<file path="config.mk">
export PLATFORM = sky130hd
export DESIGN_NAME = uart_resp_tx
export DESIGN_NICKNAME = d
export VERILOG_FILES = /design/src/rtl/uart_resp_tx.sv
export SDC_FILE = /design/constraint.sdc
export NUM_CORES = 1
export LEC_CHECK = 0
export CAP_MARGIN = 20
export CELL_PAD_IN_SITES_DETAIL_PLACEMENT = 2
export CELL_PAD_IN_SITES_GLOBAL_PLACEMENT = 2
export CORE_UTILIZATION = 50
export DETAILED_ROUTE_END_ITERATION = 8
export GPL_TIMING_DRIVEN = 0
export PLACE_DENSITY_LB_ADDON = 0.1
export RECOVER_POWER = 25
export SYNTH_ARGS = -nofsm -noshare
export SYNTH_HDL_FRONTEND = slang
export SYNTH_SLANG_ARGS = --single-unit
</file>
<file path="constraint.sdc">
create_clock -name clk_i -period 5.55 [get_ports clk_i]
set_clock_uncertainty 0.05 [all_clocks]
set_input_delay 1.11 -clock clk_i [delete_from_list [all_inputs] [get_ports clk_i]]
set_output_delay 1.11 -clock clk_i [all_outputs]
set_load 0.005 [all_outputs]
</file>
<file path="src/rtl/uart_resp_tx.sv">
// uart_resp_tx: response-path UART transmitter.
// Result bytes are buffered in a byte FIFO and sent on tx_o as 8N1 frames, LSB first.
// Optional feature macro: UART_TX_PARITY_EN adds an even-parity bit after the data
// bits, giving 11-bit frames. The default build has no parity state or parity logic.
//
// Handshake (input side): a byte is written on the rising edge where valid_i && ready_o.
// ready_o is !full, derived only from the registered count and never from valid_i.
// While ready_o is low the source holds data_i/valid_i stable until it is accepted.
module uart_resp_tx #(
  parameter int CLK_FREQ_HZ = 12_000_000,
  parameter int BAUD_RATE   = 115_200,
  parameter int FIFO_DEPTH  = 16
) (
  input  logic                        clk_i,
  input  logic                        rst_ni,
  input  logic [7:0]                  data_i,
  input  logic                        valid_i,
  output logic                        ready_o,
  output logic                        tx_o,
  output logic                        busy_o,
  output logic [$clog2(FIFO_DEPTH):0] fifo_count_o
);

  localparam int CLKS_PER_BIT = CLK_FREQ_HZ / BAUD_RATE;
  localparam int PTR_W        = $clog2(FIFO_DEPTH);
  localparam int CNT_W        = PTR_W + 1;
  localparam int BAUD_W       = (CLKS_PER_BIT > 1) ? $clog2(CLKS_PER_BIT) : 1;

  localparam logic [BAUD_W-1:0] BAUD_LAST = BAUD_W'(CLKS_PER_BIT - 1);
  localparam logic [CNT_W-1:0]  CNT_FULL  = CNT_W'(FIFO_DEPTH);

  // ST_PARITY keeps its encoding in both builds so state_q decodes the same way.
  typedef enum logic [2:0] {
    ST_IDLE   = 3'd0,
    ST_START  = 3'd1,
    ST_DATA   = 3'd2,
    ST_PARITY = 3'd3,
    ST_STOP   = 3'd4
  } state_e;

  // FIFO storage and bookkeeping
  logic [7:0]       mem_q [FIFO_DEPTH];
  logic [PTR_W-1:0] wr_ptr_q, wr_ptr_d;
  logic [PTR_W-1:0] rd_ptr_q, rd_ptr_d;
  logic [CNT_W-1:0] count_q, count_d;
  logic             push;
  logic             pop;
  logic [7:0]       head;

  // Serializer state; state_q is the FSM state observable for debug/checkers
  state_e           state_q, state_d;
  logic [BAUD_W-1:0] baud_q, baud_d;
  logic [2:0]       bit_idx_q, bit_idx_d;
  logic [7:0]       shift_q, shift_d;
  logic             tx_q, tx_d;
  logic             start_frame;
  logic             baud_last;
`ifdef UART_TX_PARITY_EN
  logic             parity_q, parity_d;
`endif

  assign ready_o      = (count_q != CNT_FULL);
  assign push         = valid_i && ready_o;
  assign head         = mem_q[rd_ptr_q];
  assign baud_last    = (baud_q == BAUD_LAST);
  assign tx_o         = tx_q;
  assign busy_o       = (state_q != ST_IDLE) || (count_q != '0);
  assign fifo_count_o = count_q;

  // FIFO pointer and count next-state; a blocked push never touches the count
  always_comb begin
    wr_ptr_d = push ? wr_ptr_q + PTR_W'(1) : wr_ptr_q;
    rd_ptr_d = pop  ? rd_ptr_q + PTR_W'(1) : rd_ptr_q;
    count_d  = count_q;
    if (push && !pop) begin
      count_d = count_q + CNT_W'(1);
    end else if (!push && pop) begin
      count_d = count_q - CNT_W'(1);
    end
  end

  // Byte storage; contents are don't-care after reset so no reset is needed
  always_ff @(posedge clk_i) begin
    if (push) begin
      mem_q[wr_ptr_q] <= data_i;
    end
  end

  // Serializer next-state: bit timing, shifting and the head-of-FIFO pop
  always_comb begin
    state_d     = state_q;
    baud_d      = baud_q;
    bit_idx_d   = bit_idx_q;
    shift_d     = shift_q;
    tx_d        = tx_q;
    start_frame = 1'b0;
    pop         = 1'b0;
`ifdef UART_TX_PARITY_EN
    parity_d    = parity_q;
`endif
    case (state_q)
      ST_IDLE: begin
        tx_d = 1'b1;
        if (count_q != '0) begin
          start_frame = 1'b1;
        end
      end
      ST_START: begin
        if (baud_last) begin
          baud_d    = '0;
          bit_idx_d = 3'd0;
          tx_d      = shift_q[0];
          state_d   = ST_DATA;
        end else begin
          baud_d = baud_q + BAUD_W'(1);
        end
      end
      ST_DATA: begin
        if (baud_last) begin
          baud_d = '0;
          if (bit_idx_q == 3'd7) begin
`ifdef UART_TX_PARITY_EN
            tx_d    = parity_q;
            state_d = ST_PARITY;
`else
            tx_d    = 1'b1;
            state_d = ST_STOP;
`endif
          end else begin
            bit_idx_d = bit_idx_q + 3'd1;
            shift_d   = {1'b0, shift_q[7:1]};
            tx_d      = shift_q[1];
          end
        end else begin
          baud_d = baud_q + BAUD_W'(1);
        end
      end
`ifdef UART_TX_PARITY_EN
      ST_PARITY: begin
        if (baud_last) begin
          baud_d  = '0;
          tx_d    = 1'b1;
          state_d = ST_STOP;
        end else begin
          baud_d = baud_q + BAUD_W'(1);
        end
      end
`endif
      ST_STOP: begin
        if (baud_last) begin
          baud_d  = '0;
          tx_d    = 1'b1;
          state_d = ST_IDLE;
          // Back-to-back frames: next start bit follows the stop bit directly
          if (count_q != '0) begin
            start_frame = 1'b1;
          end
        end else begin
          baud_d = baud_q + BAUD_W'(1);
        end
      end
      default: begin
        baud_d  = '0;
        tx_d    = 1'b1;
        state_d = ST_IDLE;
      end
    endcase

    if (start_frame) begin
      pop     = 1'b1;
      shift_d = head;
      tx_d    = 1'b0;
      baud_d  = '0;
      state_d = ST_START;
`ifdef UART_TX_PARITY_EN
      parity_d = ^head;
`endif
    end
  end

  // FSM, FIFO pointers and registered line output; reset forces the line idle at once
  always_ff @(posedge clk_i or negedge rst_ni) begin
    if (!rst_ni) begin
      state_q   <= ST_IDLE;
      baud_q    <= '0;
      bit_idx_q <= 3'd0;
      shift_q   <= 8'h00;
      tx_q      <= 1'b1;
      wr_ptr_q  <= '0;
      rd_ptr_q  <= '0;
      count_q   <= '0;
`ifdef UART_TX_PARITY_EN
      parity_q  <= 1'b0;
`endif
    end else begin
      state_q   <= state_d;
      baud_q    <= baud_d;
      bit_idx_q <= bit_idx_d;
      shift_q   <= shift_d;
      tx_q      <= tx_d;
      wr_ptr_q  <= wr_ptr_d;
      rd_ptr_q  <= rd_ptr_d;
      count_q   <= count_d;
`ifdef UART_TX_PARITY_EN
      parity_q  <= parity_d;
`endif
    end
  end

endmodule

</file>
# ---- Word-level counts from Yosys, hierarchy flattened
# Memory sizes are Yosys's and may differ from the RTL's.
# Cells that the tools add are included.
dict set report word_totals {
  reg_bits 35
  ramBits 128
  elab_cells 78
  n_memories 1
}
# name words width read_ports rd_ports_with_merged_regs wr line
set memory_table {}
lappend memory_table {mem_q 16 8 1 0 1 42} ;# logic [7:0] mem_q [FIFO_DEPTH];
dict set report op_classes {
  add_sub_neg 6
  eq_ne 15
  n_mux 30
  n_reduce_logical 18
}
# operator count
set ops {}
lappend ops {{2-to-1 mux 8 bit} 4}
lappend ops {{2-to-1 mux 3 bit} 7}
lappend ops {{2-to-1 mux 7 bit} 2}
lappend ops {{one-hot mux 7 bit (2 select lines)} 1}
lappend ops {{inequality test 3 bit, second input constant} 4}
lappend ops {{one-hot mux 3 bit (4 select lines)} 1}
lappend ops {{2-to-1 mux 1 bit} 10}
lappend ops {{2-to-1 mux 5 bit} 2}
lappend ops {{inequality test 2 bit, second input constant} 5}
lappend ops {{adder 4 x 1 -> 4 bit, second input constant} 2}
lappend ops {{nonzero test 2 bit} 4}
lappend ops {{adder 7 x 1 -> 7 bit, second input constant} 1}
lappend ops {{equality test 7 bit, second input constant} 1}
lappend ops {{equality test 3 bit, second input constant} 2}
lappend ops {{one-hot mux 3 bit (2 select lines)} 1}
lappend ops {{AND reduction 3 bit} 2}
lappend ops {{adder 5 x 1 -> 5 bit, second input constant} 1}
lappend ops {{inequality test 5 bit, second input constant} 1}
lappend ops {{AND reduction 5 bit} 1}
lappend ops {{nonzero test 5 bit} 1}
lappend ops {{subtractor 5 x 1 -> 5 bit, second input constant} 1}
lappend ops {{AND reduction 4 bit} 1}
lappend ops {{adder 3 x 1 -> 3 bit, second input constant} 1}
lappend ops {{equality test 3 x 1 -> 1 bit, second input constant} 1}
lappend ops {{9 further kinds} 12}

# ---- Longest topological paths before layout
# Gate-level depths: netlist of run 1.
dict set report depth {
  ltp_word 8
  depth_mapped 14
  depth_no_buf 12
}

# ---- Worst setup path after synthesis of run 1
# Ideal clock, no wire load.
dict set report synth_timing {
  path_type {reg-to-reg}
  start {reg count_q[1] (netlist: fifo_count_o[1])}
  end {reg count_q[4] (netlist: fifo_count_o[4])}
  t_arrival_ns 2.851
  setup_slack_ns 2.515
  stages_incl_launch_ff 14
  path_buffers 1
  cell_sequence {dfrtp_1 or4_4 o21ai_2 a21oi_1 buf_2 inv_1 ha_1 inv_1 fa_1 a21o_1 a21oi_1 xnor2_1 nor2_1 xor2_1}
}
dict set report synth_via {
  elab_chain_len 8
}
# item line
set synth_lines {}
lappend synth_lines {{start: declaration} 45} ;# logic [CNT_W-1:0] count_q, count_d;
lappend synth_lines {{start signal: assignment} 203} ;# count_q <= count_d;
lappend synth_lines {{nonzero test 5 bit} {104, 155}}
lappend synth_lines {{2-to-1 mux 1 bit} {104, 155}}
lappend synth_lines {{2-to-1 mux 1 bit} 150} ;# if (baud_last) begin
lappend synth_lines {{one-hot mux 1 bit (2 select lines)} 101} ;# case (state_q)
lappend synth_lines {{2-to-1 mux 1 bit} 169} ;# if (start_frame) begin
lappend synth_lines {{logical NOT 1 bit} 75} ;# if (push && !pop) begin
lappend synth_lines {{logical AND 1 bit} 75}
lappend synth_lines {{2-to-1 mux 5 bit or nonzero test 2 bit (tied branches)} -}
# Several ways; a longest one is shown, not always the timed one. The select of a mux whose other input is x is not followed.
# A chain may end at the register's enable or synchronous reset.

# ---- Worst setup path in the final report of run 1
dict set report layout_timing {
  start {reg count_q[1] (netlist: fifo_count_o[1])}
  end {out busy_o}
}
dict set report layout_via {
  elab_chain_len 2
}
# item line
set layout_lines {}
lappend layout_lines {{nonzero test 5 bit} 67} ;# assign busy_o = (state_q != ST_IDLE) || (count_q != '0);
lappend layout_lines {{logical OR 1 bit} 67}
lappend layout_lines {{end: declaration} 20} ;# output logic busy_o,
# No other way between the ends.

==> metrics.cfg, run 1 <==
[synth]
async_reset_ff_share_pct = 21.47
synth_cell_types = 50
synth-simple-area-share_pct = 6.352
synth_compound_area_share_pct = 5.453
synth_top_cell_by_area = edfxtp_1
ys_ff_latch = 163
synth_ff_type = edfxtp_1
syn-num-nets = 421
syn_inst = 397
synth_xor_area_share_pct = 2.056
syn-cell-area_um2 = 6815
synth_adder_area_share_pct = 2.497
synth_edf_count = 128
synth_top_family_by_area = multiplexers
yosys.cell_count.top_type = edfxtp_1
synth_mux_area_share_pct = 12.41
syn_area_per_cell_um2 = 17.17
synth.area.top_cells = edfxtp_1 56%, dfrtp_1 12%, mux4_2 11%
synth_top_area_share_pct = 56.40
synth_warnings = 0
ys_seq_area_share_pct = 69.27
synth_common_cells = 128 x edfxtp_1, 34 x dfrtp_1, 32 x mux4_2

[clock_network]
cts-root-buf = clkbuf_16
cts_sinks = 163
cts_setup_buffers = 0
cts_max_level = 4
cts_resized = 0
clock_path_buffers = 2
ctsHoldBuffers = 0
cts_buffers = 17
clock_latency_ns = 0.44
cts_tree = yes
path_clk_slew_ns = 0.07

[die]
pin_count = 19
rows = 42
dieArea_um2 = 14100
core_area_um2 = 13240
die_h_um = 118.8
start_util_pct = 51.46
fp.dieW_um = 118.8

[min_path]
whs_path_depth = 2
min-delay-start = bit_idx_q[1]
hold_end = bit_idx_q[1]
min_path_type = flop to flop

[setup_path]
cp_slowest_stage_delay_ns = 0.63
crit_required_ns = 4.39
worstSetupPathDepth = 4
worst_setup_path_start_kind = flop
rrSetupSlack_ns = 1.83
reg2reg_depth = 14
crit_arrival_ns = 2.56
endpoint_kind = output pin
cp_slowest_cell = or4_4
r2r-end = fifo_count_o[4]
critical_path_class = flop to output pin
r2r-start = state_q[1]
crit_chain = or4_4, nor4b_4, inv_1, clkdlybuf4s50_1
cp_top_family = simple AND/OR/NAND/NOR gates
crit_buf_inv = 2
worstPathMaxFanout = 9

[detailed_routing]
firstDrtPassIters = 4
finalWirelength_mm = 18.99
route.detailed.drc = 0
avgRoutedWirePerCell_um = 30.28
first_iter_violations = 308
vias = 3764
viasPerCell = 6.003
ant_nets = 0

[flow_run]
cap_violations = 1

[sta]
finalCritPeriodShare_pct = 67.10
rsz0062_at_grt = no
worstMarginPinSlew_ns = 1.987
setup_viol = 0
max_freq_mhz = 268.5
hold_violations = 0
slew_violations = 36
timing.final.crit_period_ns = 3.724
relSlewSlack_pct = -32.46
tns_ns = 0

[power]
clkPwrFrac_pct = 39.5
power_leakage_nw = 2.687
p_per_area_nw_per_um2 = 413.4
p_comb_share_pct = 13.2
ir_worst_vdd_v = 0.0002980
switchingPower_w = 0.0009066
p_seq_share_pct = 47.2
switching_share_pct = 27.89
p_int_w = 0.002345

[grt]
antenna_found_initial = 1
grt_pass1_vias = 4398
grt_max_degree = 36
grt.overflow.total = 0
grtUsageTotal_pct = 29.67
grt_pass1_wl_mm = 28.77

[layout]
final_cells = 627
drive_above_1_share_pct = 21.56
finalNetCount = 461
syn_to_final_growth_pct = 15.38
n_fill_cell = 1135

[place]
hpwl_mm = 11.69
port_buffers = 18
place.gp.congestion = 0.7314
place_inst = 594

[outcome]
violations = capacitance limit, slew limit
status = finished, violations left

state kept, by name, summed over array words and instances (netlist names):
signal        cells
fifo_count_o      5
baud_q            7
rd_ptr_q          4
wr_ptr_q          4
shift_q           8
state_q           3
mem_q           128
tx_o              1
bit_idx_q         3
logic make-up (layout without fill, tap and decap cells):
kind of cell,count (synthesis),after routing
xor+xnor,16,16
compound gates,49,49
simple gates,84,84
buf+inv,28,81
fa+ha+maj,13,13
flops,163,163
other cells,0,1
mux,44,44
worst max path at each step:
| stage | start | end | slack (ns) |
|---|---|---|---|
| final | fifo_count_o[1] | busy_o | 1.83 |
| after CTS | state_q[1] | fifo_count_o[4] | 1.74 |
| after floorplan | fifo_count_o[1] | fifo_count_o[4] | 2.52 |
| after detailed placement | valid_i | fifo_count_o[4] | 1.70 |
| after global routing | state_q[1] | fifo_count_o[4] | 1.58 |
| after global placement | valid_i | mem_q[3][4] | 1.72 |
cell usage in the layout (no fill, tap or decap), drive strengths merged, types with 2 or more instances in the layout:
| cell | netlist | final |
|---|---|---|
| a22oi | 5 | 5 |
| bufinv | 0 | 3 |
| xnor2 | 12 | 12 |
| nor4 | 2 | 2 |
| nand3b | 2 | 2 |
| nor2 | 23 | 23 |
| clkbuf | 7 | 25 |
| o221a | 7 | 7 |
| nand2b | 5 | 5 |
| nand3 | 6 | 6 |
| dlygate4sd3 | 0 | 3 |
| and2 | 2 | 2 |
| mux2i | 8 | 8 |
| xor2 | 4 | 4 |
| o21ai | 11 | 11 |
| o211ai | 6 | 6 |
| mux2 | 4 | 4 |
| dfrtp | 34 | 34 |
| or3 | 2 | 2 |
| a21oi | 7 | 7 |
| edfxtp | 128 | 128 |
| nand2 | 26 | 26 |
| inv | 7 | 17 |
| ha | 12 | 12 |
| nor2b | 3 | 3 |
| buf | 14 | 17 |
| a21o | 3 | 3 |
| o2111ai | 2 | 2 |
| clkdlybuf4s50 | 0 | 14 |
| mux4 | 32 | 32 |
| nor3 | 8 | 8 |
worst min-delay path, stage by stage, from the launching register on:
cell	delay, ns
dfrtp_1	0.35
nand2_1	0.05
o21ai_0	0.07
metal layers:
metal	track usage [%]	share of wire (%)	vias to the layer above
met3	8.639	5.6	27
met5	0	0	-
met1	35.86	40	1999
met4	11.55	2.1	0
met2	50.18	52	108
li1	-	-	1630
per-stage QoR:
step	util [%]	worst slack (ns)	total power, W	hold slack, ns	area (µm²)
floorplan	-	2.515	0.001755	0.4038	6815
global placement	54.49	1.716	0.001892	0.4234	7216
detailed placement	54.60	1.698	0.001957	0.4445	7231
CTS	59.37	1.741	0.003279	0.4729	7863
global route	59.36	1.581	0.003350	0.4973	7861
finish	59.38	1.826	0.003251	0.4585	7864
cell type report:
cell class / instances / area, µm² / area share [%]
antenna: 1 / 2.502 / 0.03182
timing repair buffer: 21 / 188.9 / 2.403
clock buffer: 17 / 425.4 / 5.410
multi-input combinational: 206 / 1966 / 25.00
clock inverter: 15 / 206.4 / 2.625
buffer: 21 / 107.6 / 1.368
tap: 176 / 220.2 / 2.800
inverter: 7 / 26.28 / 0.3341
sequential: 163 / 4721 / 60.03
power by group through the flow:
stage	registers (W)	logic, W	clock network (W)
after floorplan	0.00152	0.000232	0
after global placement	0.00153	0.000358	0
after detailed placement	0.00155	0.000404	0
after CTS	0.00154	0.000434	0.00131
after global routing	0.00155	0.000458	0.00135
final	0.00154	0.000430	0.00128
Power figures use the tool's default switching activity.
==> run 2, diff against run 1 <==
--- a/config.mk
+++ b/config.mk
@@ -8,7 +8,7 @@
 export CAP_MARGIN = 20
 export CELL_PAD_IN_SITES_DETAIL_PLACEMENT = 2
 export CELL_PAD_IN_SITES_GLOBAL_PLACEMENT = 2
-export CORE_UTILIZATION = 50
+export CORE_UTILIZATION = 42
 export DETAILED_ROUTE_END_ITERATION = 8
 export GPL_TIMING_DRIVEN = 0
 export PLACE_DENSITY_LB_ADDON = 0.1
==> constraint.sdc (replaced) <==
create_clock -name clk_i -period 3.1 [get_ports clk_i]
set_clock_uncertainty 0.05 [all_clocks]
set_input_delay 0.62 -clock clk_i [delete_from_list [all_inputs] [get_ports clk_i]]
set_output_delay 0.62 -clock clk_i [all_outputs]
set_load 0.005 [all_outputs]
==> run 2 against run 1 <==
First-iteration DRC count fell by 39%. Largest power group unchanged. Combinational power rose by 78%. The run still ends with capacitance limit, slew limit left. Critical path depth rose by 9. Clock power rose by 70%. Hold slack barely moved. Sequential share of layout area fell by 1.2 points. Sequential power rose by 77%. Worst setup slack got worse by 1.7 ns. Count of clock-buffer cells in the layout did not move. Final area rose by 2.0%. Via count fell by 1.6%. Register-to-register slack got worse by 1.7 ns.
==> metrics.cfg, run 2 (synthesis results as in run 1) <==
[detailed_routing]
avgRoutedWirePerCell_um = 24.76  ; was 30.28 µm
wl_met1_mm = 7.366  ; was 7.562 mm
vias = 3702  ; was 3764
first_iter_violations = 188  ; was 308
viasPerCell = 5.493  ; was 6.003
ant_nets = 0  ; unchanged
highest_layer = met4  ; unchanged
route.detailed.drc = 0  ; unchanged
finalWirelength_mm = 16.69  ; was 18.99 mm
dr_wl_met3_um = 418  ; was 1.061 mm
met2_wirelength_mm = 8.687  ; was 9.960 mm
firstDrtPassIters = 4  ; unchanged

[sta]
hold_violations = 0  ; unchanged
slew_violations = 36  ; unchanged
rsz0062_at_grt = no  ; unchanged
max_freq_mhz = 338.8
setup_viol = 0  ; unchanged
timing.final.crit_period_ns = 2.952
worstMarginPinSlew_ns = 2.085  ; was 1.987 ns
relSlewSlack_pct = -38.97  ; was -32.46%
finalCritPeriodShare_pct = 95.21
hold_ws_ns = 0.4585  ; about the same

[layout]
syn_to_final_growth_pct = 17.70  ; was 15.38%
n_fill_cell = 1485  ; was 1135
finalNetCount = 469  ; was 461
multiInputGateArea_um2 = 2016  ; was 1966 µm²
regMostFlops = mem_q  ; unchanged
largest_reg_flops = 128  ; unchanged
regArea_um2 = 4722  ; was 4721 µm²
layout_common_cells = 128 x edfxtp_1, 33 x dfrtp_1, 32 x mux4_2, 26 x nand2_1, 22 x nor2_1  ; was 128 x edfxtp_1, 34 x dfrtp_1, 32 x mux4_2, 26 x nand2_1, 23 x nor2_1
diodes = 0  ; was 1
drive_above_1_share_pct = 24.89  ; was 21.56%
reg.largest.list = mem_q x128, shift_q x8, baud_q x7  ; unchanged
final_cells = 674  ; was 627
final_common_cell = edfxtp_1  ; unchanged

[setup_path]
critical_path_class = flop to flop  ; was flop to output pin
cp_top_family = simple AND/OR/NAND/NOR gates  ; unchanged
crit_chain = or4_4, o21ai_4, a21oi_4, buf_12, inv_1, ha_4, inv_2, fa_2, a21o_1, a21oi_2, xnor2_1, nor2_1, xor2_1  ; was or4_4, nor4b_4, inv_1, clkdlybuf4s50_1
crit_buf_inv = 3  ; was 2
crit_arrival_ns = 3.20  ; was 2.56 ns
crit_required_ns = 3.35  ; was 4.39 ns
cp_slowest_cell = or4_4  ; unchanged
endpoint_kind = flop  ; was output pin
worstPathMaxFanout = 11  ; was 9
cp_slowest_stage_delay_ns = 0.60  ; was 0.63 ns
worst_setup_path_start_kind = flop  ; unchanged

[outcome]
violations = capacitance limit, slew limit  ; unchanged
status = finished, violations left  ; unchanged

[clock_network]
clock_path_buffers = 2  ; unchanged
cts_tree = yes  ; unchanged
cts-root-buf = clkbuf_16  ; unchanged
ctsHoldBuffers = 0  ; unchanged
path_clk_slew_ns = 0.07  ; about the same
cts_sinks = 163  ; unchanged
clock_latency_ns = 0.43  ; was 0.44 ns
cts_max_level = 4  ; unchanged
cts_buffers = 17  ; unchanged

[grt]
grtUsageTotal_pct = 22.08  ; was 29.67%
grt_pass1_wl_mm = 25.61  ; was 28.77 mm
grt.overflow.total = 0  ; unchanged
antenna_found_initial = 0  ; was 1
grt_max_degree = 36  ; unchanged
grt_pass1_vias = 4159  ; was 4398

[place]
port_buffers = 18  ; unchanged
hpwl_mm = 11.11  ; was 11.69 mm
place.gp.congestion = 0.6800  ; was 0.7314
place_inst = 632  ; was 594

[die]
die_h_um = 129.4  ; was 118.8 µm
core_area_um2 = 15890  ; was 13240 µm²
start_util_pct = 42.90  ; was 51.46%
dieArea_um2 = 16740  ; was 14100 µm²
rows = 46  ; was 42
fp.dieW_um = 129.4  ; was 118.8 µm
pin_count = 19  ; unchanged

[flow_run]
cap_violations = 1  ; unchanged

[power]
ir_worst_vdd_v = 0.0004371  ; was 0.0002980 V
power_leakage_nw = 2.705  ; was 2.687 nW
p_per_area_nw_per_um2 = 704.8  ; was 413.4 nW/µm²
clkPwrFrac_pct = 38.4  ; was 39.5%
p_comb_share_pct = 13.5  ; was 13.2%
switching_share_pct = 25.90  ; was 27.89%
p_int_w = 0.004189  ; was 0.002345 W
switchingPower_w = 0.001465  ; was 0.0009066 W
p_seq_share_pct = 48.0  ; was 47.2%

[min_path]
min_path_type = flop to flop  ; unchanged

run 2: cell count changes in the layout (fill, tap and decap cells not counted), moves of 2 or more:
cell / before / now
inv_8: 5 / 0
clkinv_4: 1 / 6
inv_6: 5 / 1
nor3_2: 1 / 3
buf_4: 3 / 13
buf_2: 10 / 7
nor3_1: 7 / 5
a21oi_1: 7 / 5
clkinvlp_4: 1 / 4
run 2: per-layer routing:
layer / track usage, % / vias to the layer above
met5: 0 / -
met2: 37.38 / 52
li1: - / 1647
met1: 28.33 / 1983
met4: 6.367 / 0
met3: 5.367 / 20
run 2: path summary, 6_finish.rpt:
check,depth (start not counted),slack (ns),to,from
worst max-delay path,13,0.15,fifo_count_o[4],fifo_count_o[0]
worst min-delay path,2,0.46,bit_idx_q[1],bit_idx_q[1]
worst max register to register,13,0.15,fifo_count_o[4],fifo_count_o[0]
worst min register to register,2,0.46,bit_idx_q[1],bit_idx_q[1]
max in group asynchronous,1,0.91,fifo_count_o[0],rst_ni
min in group asynchronous,1,0.72,bit_idx_q[2],rst_ni
run 2: through the flow:
stage	total power (W)	util [%]	worst slack (ns)	setup TNS, ns	cell area [µm²]
floorplan	0.003142	-	0.06545	0	6815
global placement	0.003406	45.74	-0.3464	-7.853	7266
detailed placement	0.003479	45.83	-0.4142	-1.481	7281
CTS	0.005701	50.17	0.02162	0	7970
global route	0.005880	50.50	0.04036	0	8021
finish	0.005654	50.50	0.1484	0	8021
run 2: layout make-up:
cell class / instances / area share [%]
sequential: 163 / 58.87
timing repair buffer: 30 / 3.416
multi-input combinational: 206 / 25.13
clock buffer: 17 / 5.303
tap: 216 / 3.369
inverter: 7 / 0.3276
buffer: 20 / 1.279
clock inverter: 15 / 2.309
run 2: repair_timing:
item                                    4_1_cts  5_1_grt
pin swaps                                     4        2
cloned                                        0        0
buffers inserted                              4        7
resized for setup                            12        1
endpoints found under the setup margin        5        1
run 2: worst register-to-register path, cell delays in order (launching register included):
cell	delay, ns
dfrtp_2	0.43
or4_4	0.60
o21ai_4	0.19
a21oi_4	0.05
buf_12	0.15
inv_1	0.10
ha_4	0.15
inv_2	0.06
fa_2	0.35
a21o_1	0.18
a21oi_2	0.15
xnor2_1	0.14
nor2_1	0.08
xor2_1	0.15
run 2: power by group through the flow:
stage | sequential [W] | combinational [W] | clock (W)
3_5_place_dp | 0.00277 | 0.000710 | 0
2_1_floorplan | 0.00273 | 0.000416 | 0
6_report | 0.00272 | 0.000765 | 0.00217
5_1_grt | 0.00274 | 0.000854 | 0.00229
3_3_place_gp | 0.00275 | 0.000658 | 0
4_1_cts | 0.00273 | 0.000760 | 0.00221
==> run 3, diff against run 2 <==
--- a/config.mk
+++ b/config.mk
@@ -12,7 +12,6 @@
 export DETAILED_ROUTE_END_ITERATION = 8
 export GPL_TIMING_DRIVEN = 0
 export PLACE_DENSITY_LB_ADDON = 0.1
-export RECOVER_POWER = 25
 export SYNTH_ARGS = -nofsm -noshare
 export SYNTH_HDL_FRONTEND = slang
 export SYNTH_SLANG_ARGS = --single-unit
==> run 3 against run 2 <==
The flow now finishes without violations. Via count about the same. Flip-flop and latch count did not move. Global-route usage stayed put. Register-to-register slack barely moved. Hold slack got worse by 0.22 ns. Largest cell class unchanged.
==> metrics.cfg, run 3 (synthesis results as in run 1) <==
[sta]
setup_viol = 0  ; unchanged
finalCritPeriodShare_pct = 95.21  ; unchanged
hold_ws_ns = 0.2402  ; was 0.4585 ns
hold_violations = 0  ; unchanged
rsz0062_at_grt = no  ; unchanged
timing.final.crit_period_ns = 2.952  ; unchanged
relSlewSlack_pct = 28.00  ; was -38.97%
max_freq_mhz = 338.8  ; unchanged
worstMarginPinSlew_ns = 1.076  ; was 2.085 ns
slew_violations = 0  ; was 36
setup_slack_ns = 0.1484  ; unchanged

[layout]
reg.largest.list = mem_q x128, shift_q x8, baud_q x7  ; unchanged
fin_util_pct = 50.50  ; about the same
largest_reg_flops = 128  ; unchanged
n_fill_cell = 1487  ; was 1485
finalNetCount = 469  ; unchanged
drive_above_1_share_pct = 25.11  ; was 24.89%
syn_to_final_growth_pct = 17.72  ; was 17.70%
final_common_cell = edfxtp_1  ; unchanged
regMostFlops = mem_q  ; unchanged
layout_common_cells = 128 x edfxtp_1, 33 x dfrtp_1, 32 x mux4_2, 26 x nand2_1, 22 x nor2_1  ; unchanged
diodes = 0  ; unchanged

[power]
switching_share_pct = 25.90  ; about the same
p_comb_share_pct = 13.5  ; about the same
p_per_area_nw_per_um2 = 704.9  ; was 704.8 nW/µm²
switchingPower_w = 0.001465  ; about the same
p_seq_share_pct = 48.0  ; about the same
power_leakage_nw = 2.707  ; was 2.705 nW
clkPwrFrac_pct = 38.4  ; about the same
p_int_w = 0.004190  ; was 0.004189 W
ir_worst_vdd_v = 0.0004371  ; about the same

[setup_path]
crit_required_ns = 3.35  ; about the same
worst_setup_path_start_kind = flop  ; unchanged
startpoint = fifo_count_o[0]  ; unchanged
worstPathMaxFanout = 11  ; unchanged
critical_path_class = flop to flop  ; unchanged
endpoint_kind = flop  ; unchanged
crit_arrival_ns = 3.20  ; about the same
r2r-start = fifo_count_o[0]  ; unchanged

[detailed_routing]
route.detailed.drc = 0  ; unchanged
avgRoutedWirePerCell_um = 24.76  ; unchanged
viasPerCell = 5.490  ; was 5.493
vias = 3700  ; was 3702
ant_nets = 0  ; unchanged
firstDrtPassIters = 4  ; unchanged
first_iter_violations = 188  ; unchanged
finalWirelength_mm = 16.69  ; unchanged

[die]
pin_count = 19  ; unchanged
fp.dieW_um = 129.4  ; unchanged
die_h_um = 129.4  ; unchanged
core_area_um2 = 15890  ; unchanged
rows = 46  ; unchanged
dieArea_um2 = 16740  ; unchanged
start_util_pct = 42.90  ; unchanged

[flow_run]
cap_violations = 0  ; was 1

[clock_network]
cts_max_level = 4  ; unchanged
clock_path_buffers = 2  ; unchanged
cts_sinks = 163  ; unchanged
clock_latency_ns = 0.43  ; about the same
cts_buffers = 17  ; unchanged
ctsHoldBuffers = 0  ; unchanged
cts_tree = yes  ; unchanged
path_clk_slew_ns = 0.07  ; about the same
cts-root-buf = clkbuf_16  ; unchanged

[outcome]
status = complete, no violations  ; was finished, violations left

[min_path]
min_path_type = input pin to asynchronous set/reset pin  ; was flop to flop

[grt]
grt_max_degree = 36  ; unchanged
grt.overflow.total = 0  ; unchanged
antenna_found_initial = 0  ; unchanged
grtUsageTotal_pct = 22.08  ; unchanged
grt_pass1_wl_mm = 25.61  ; unchanged
grt_pass1_vias = 4159  ; unchanged

[place]
port_buffers = 18  ; unchanged
place.gp.congestion = 0.6800  ; unchanged
dp_slack_ns = -0.4142  ; unchanged
hpwl_mm = 11.11  ; unchanged

-- run 3: layout make-up --
cell class | instances | area, µm² | share of cell area [%]
Timing Repair Buffer | 30 | 275.3 | 3.431
Buffer | 20 | 102.6 | 1.279
Tap cell | 216 | 270.3 | 3.369
Inverter | 7 | 26.28 | 0.3275
Multi-Input combinational cell | 206 | 2016 | 25.12
Clock buffer | 17 | 425.4 | 5.303
Clock inverter | 15 | 185.2 | 2.308
Sequential cell | 163 | 4722 | 58.86
-- run 3: timing repair --
action / 4_1_cts / 5_1_grt
buffers inserted: 4 / 7
hold endpoints to repair: 0 / 0
resized for setup: 12 / 1
pin swaps: 4 / 2
endpoints found under the setup margin: 5 / 1
-- run 3: power by group through the flow --
stage | registers, W | clock network, W | logic, W
6_report | 0.00272 | 0.00217 | 0.000766
3_5_place_dp | 0.00277 | 0 | 0.000710
5_1_grt | 0.00274 | 0.00229 | 0.000855
4_1_cts | 0.00273 | 0.00221 | 0.000760
2_1_floorplan | 0.00273 | 0 | 0.000416
3_3_place_gp | 0.00275 | 0 | 0.000658
-- run 3: worst paths after layout --
kind,end,slack (ns),cells past startpoint
setup / recovery,fifo_count_o[4],0.15,13
hold / removal,bit_idx_q[2],0.24,1
setup reg to reg,fifo_count_o[4],0.15,13
hold reg to reg,bit_idx_q[1],0.46,2
max in group asynchronous,fifo_count_o[0],2.14,1
min in group clk_i,bit_idx_q[1],0.46,2
-- run 3: stage by stage --
step	instance area (µm²)	total power [W]	TNS, ns	std cells
2_1_floorplan	6815	0.003142	0	397
3_3_place_gp	7266	0.003406	-7.853	631
3_5_place_dp	7281	0.003479	-1.481	632
4_1_cts	7970	0.005701	0	668
5_1_grt	8023	0.005881	0	674
6_report	8023	0.005655	0	674
-- run 3: critical path: stages, from the launching register on --
cell	delay, ns
dfrtp_2	0.43
or4_4	0.60
o21ai_4	0.19
a21oi_4	0.05
buf_12	0.15
inv_1	0.09
ha_4	0.15
inv_2	0.06
fa_2	0.35
a21o_1	0.18
a21oi_2	0.15
xnor2_1	0.14
nor2_1	0.08
xor2_1	0.15
-- run 3: routing by layer --
| metal | wire (µm) | vias up | GRT usage [%] |
|---|---|---|---|
| met5 | 0 | - | 0 |
| met4 | 214 | 0 | 6.367 |
| met3 | 418 | 20 | 5.367 |
| met2 | 8688 | 52 | 37.38 |
| met1 | 7365 | 1981 | 28.33 |
| li1 | - | 1647 | - |
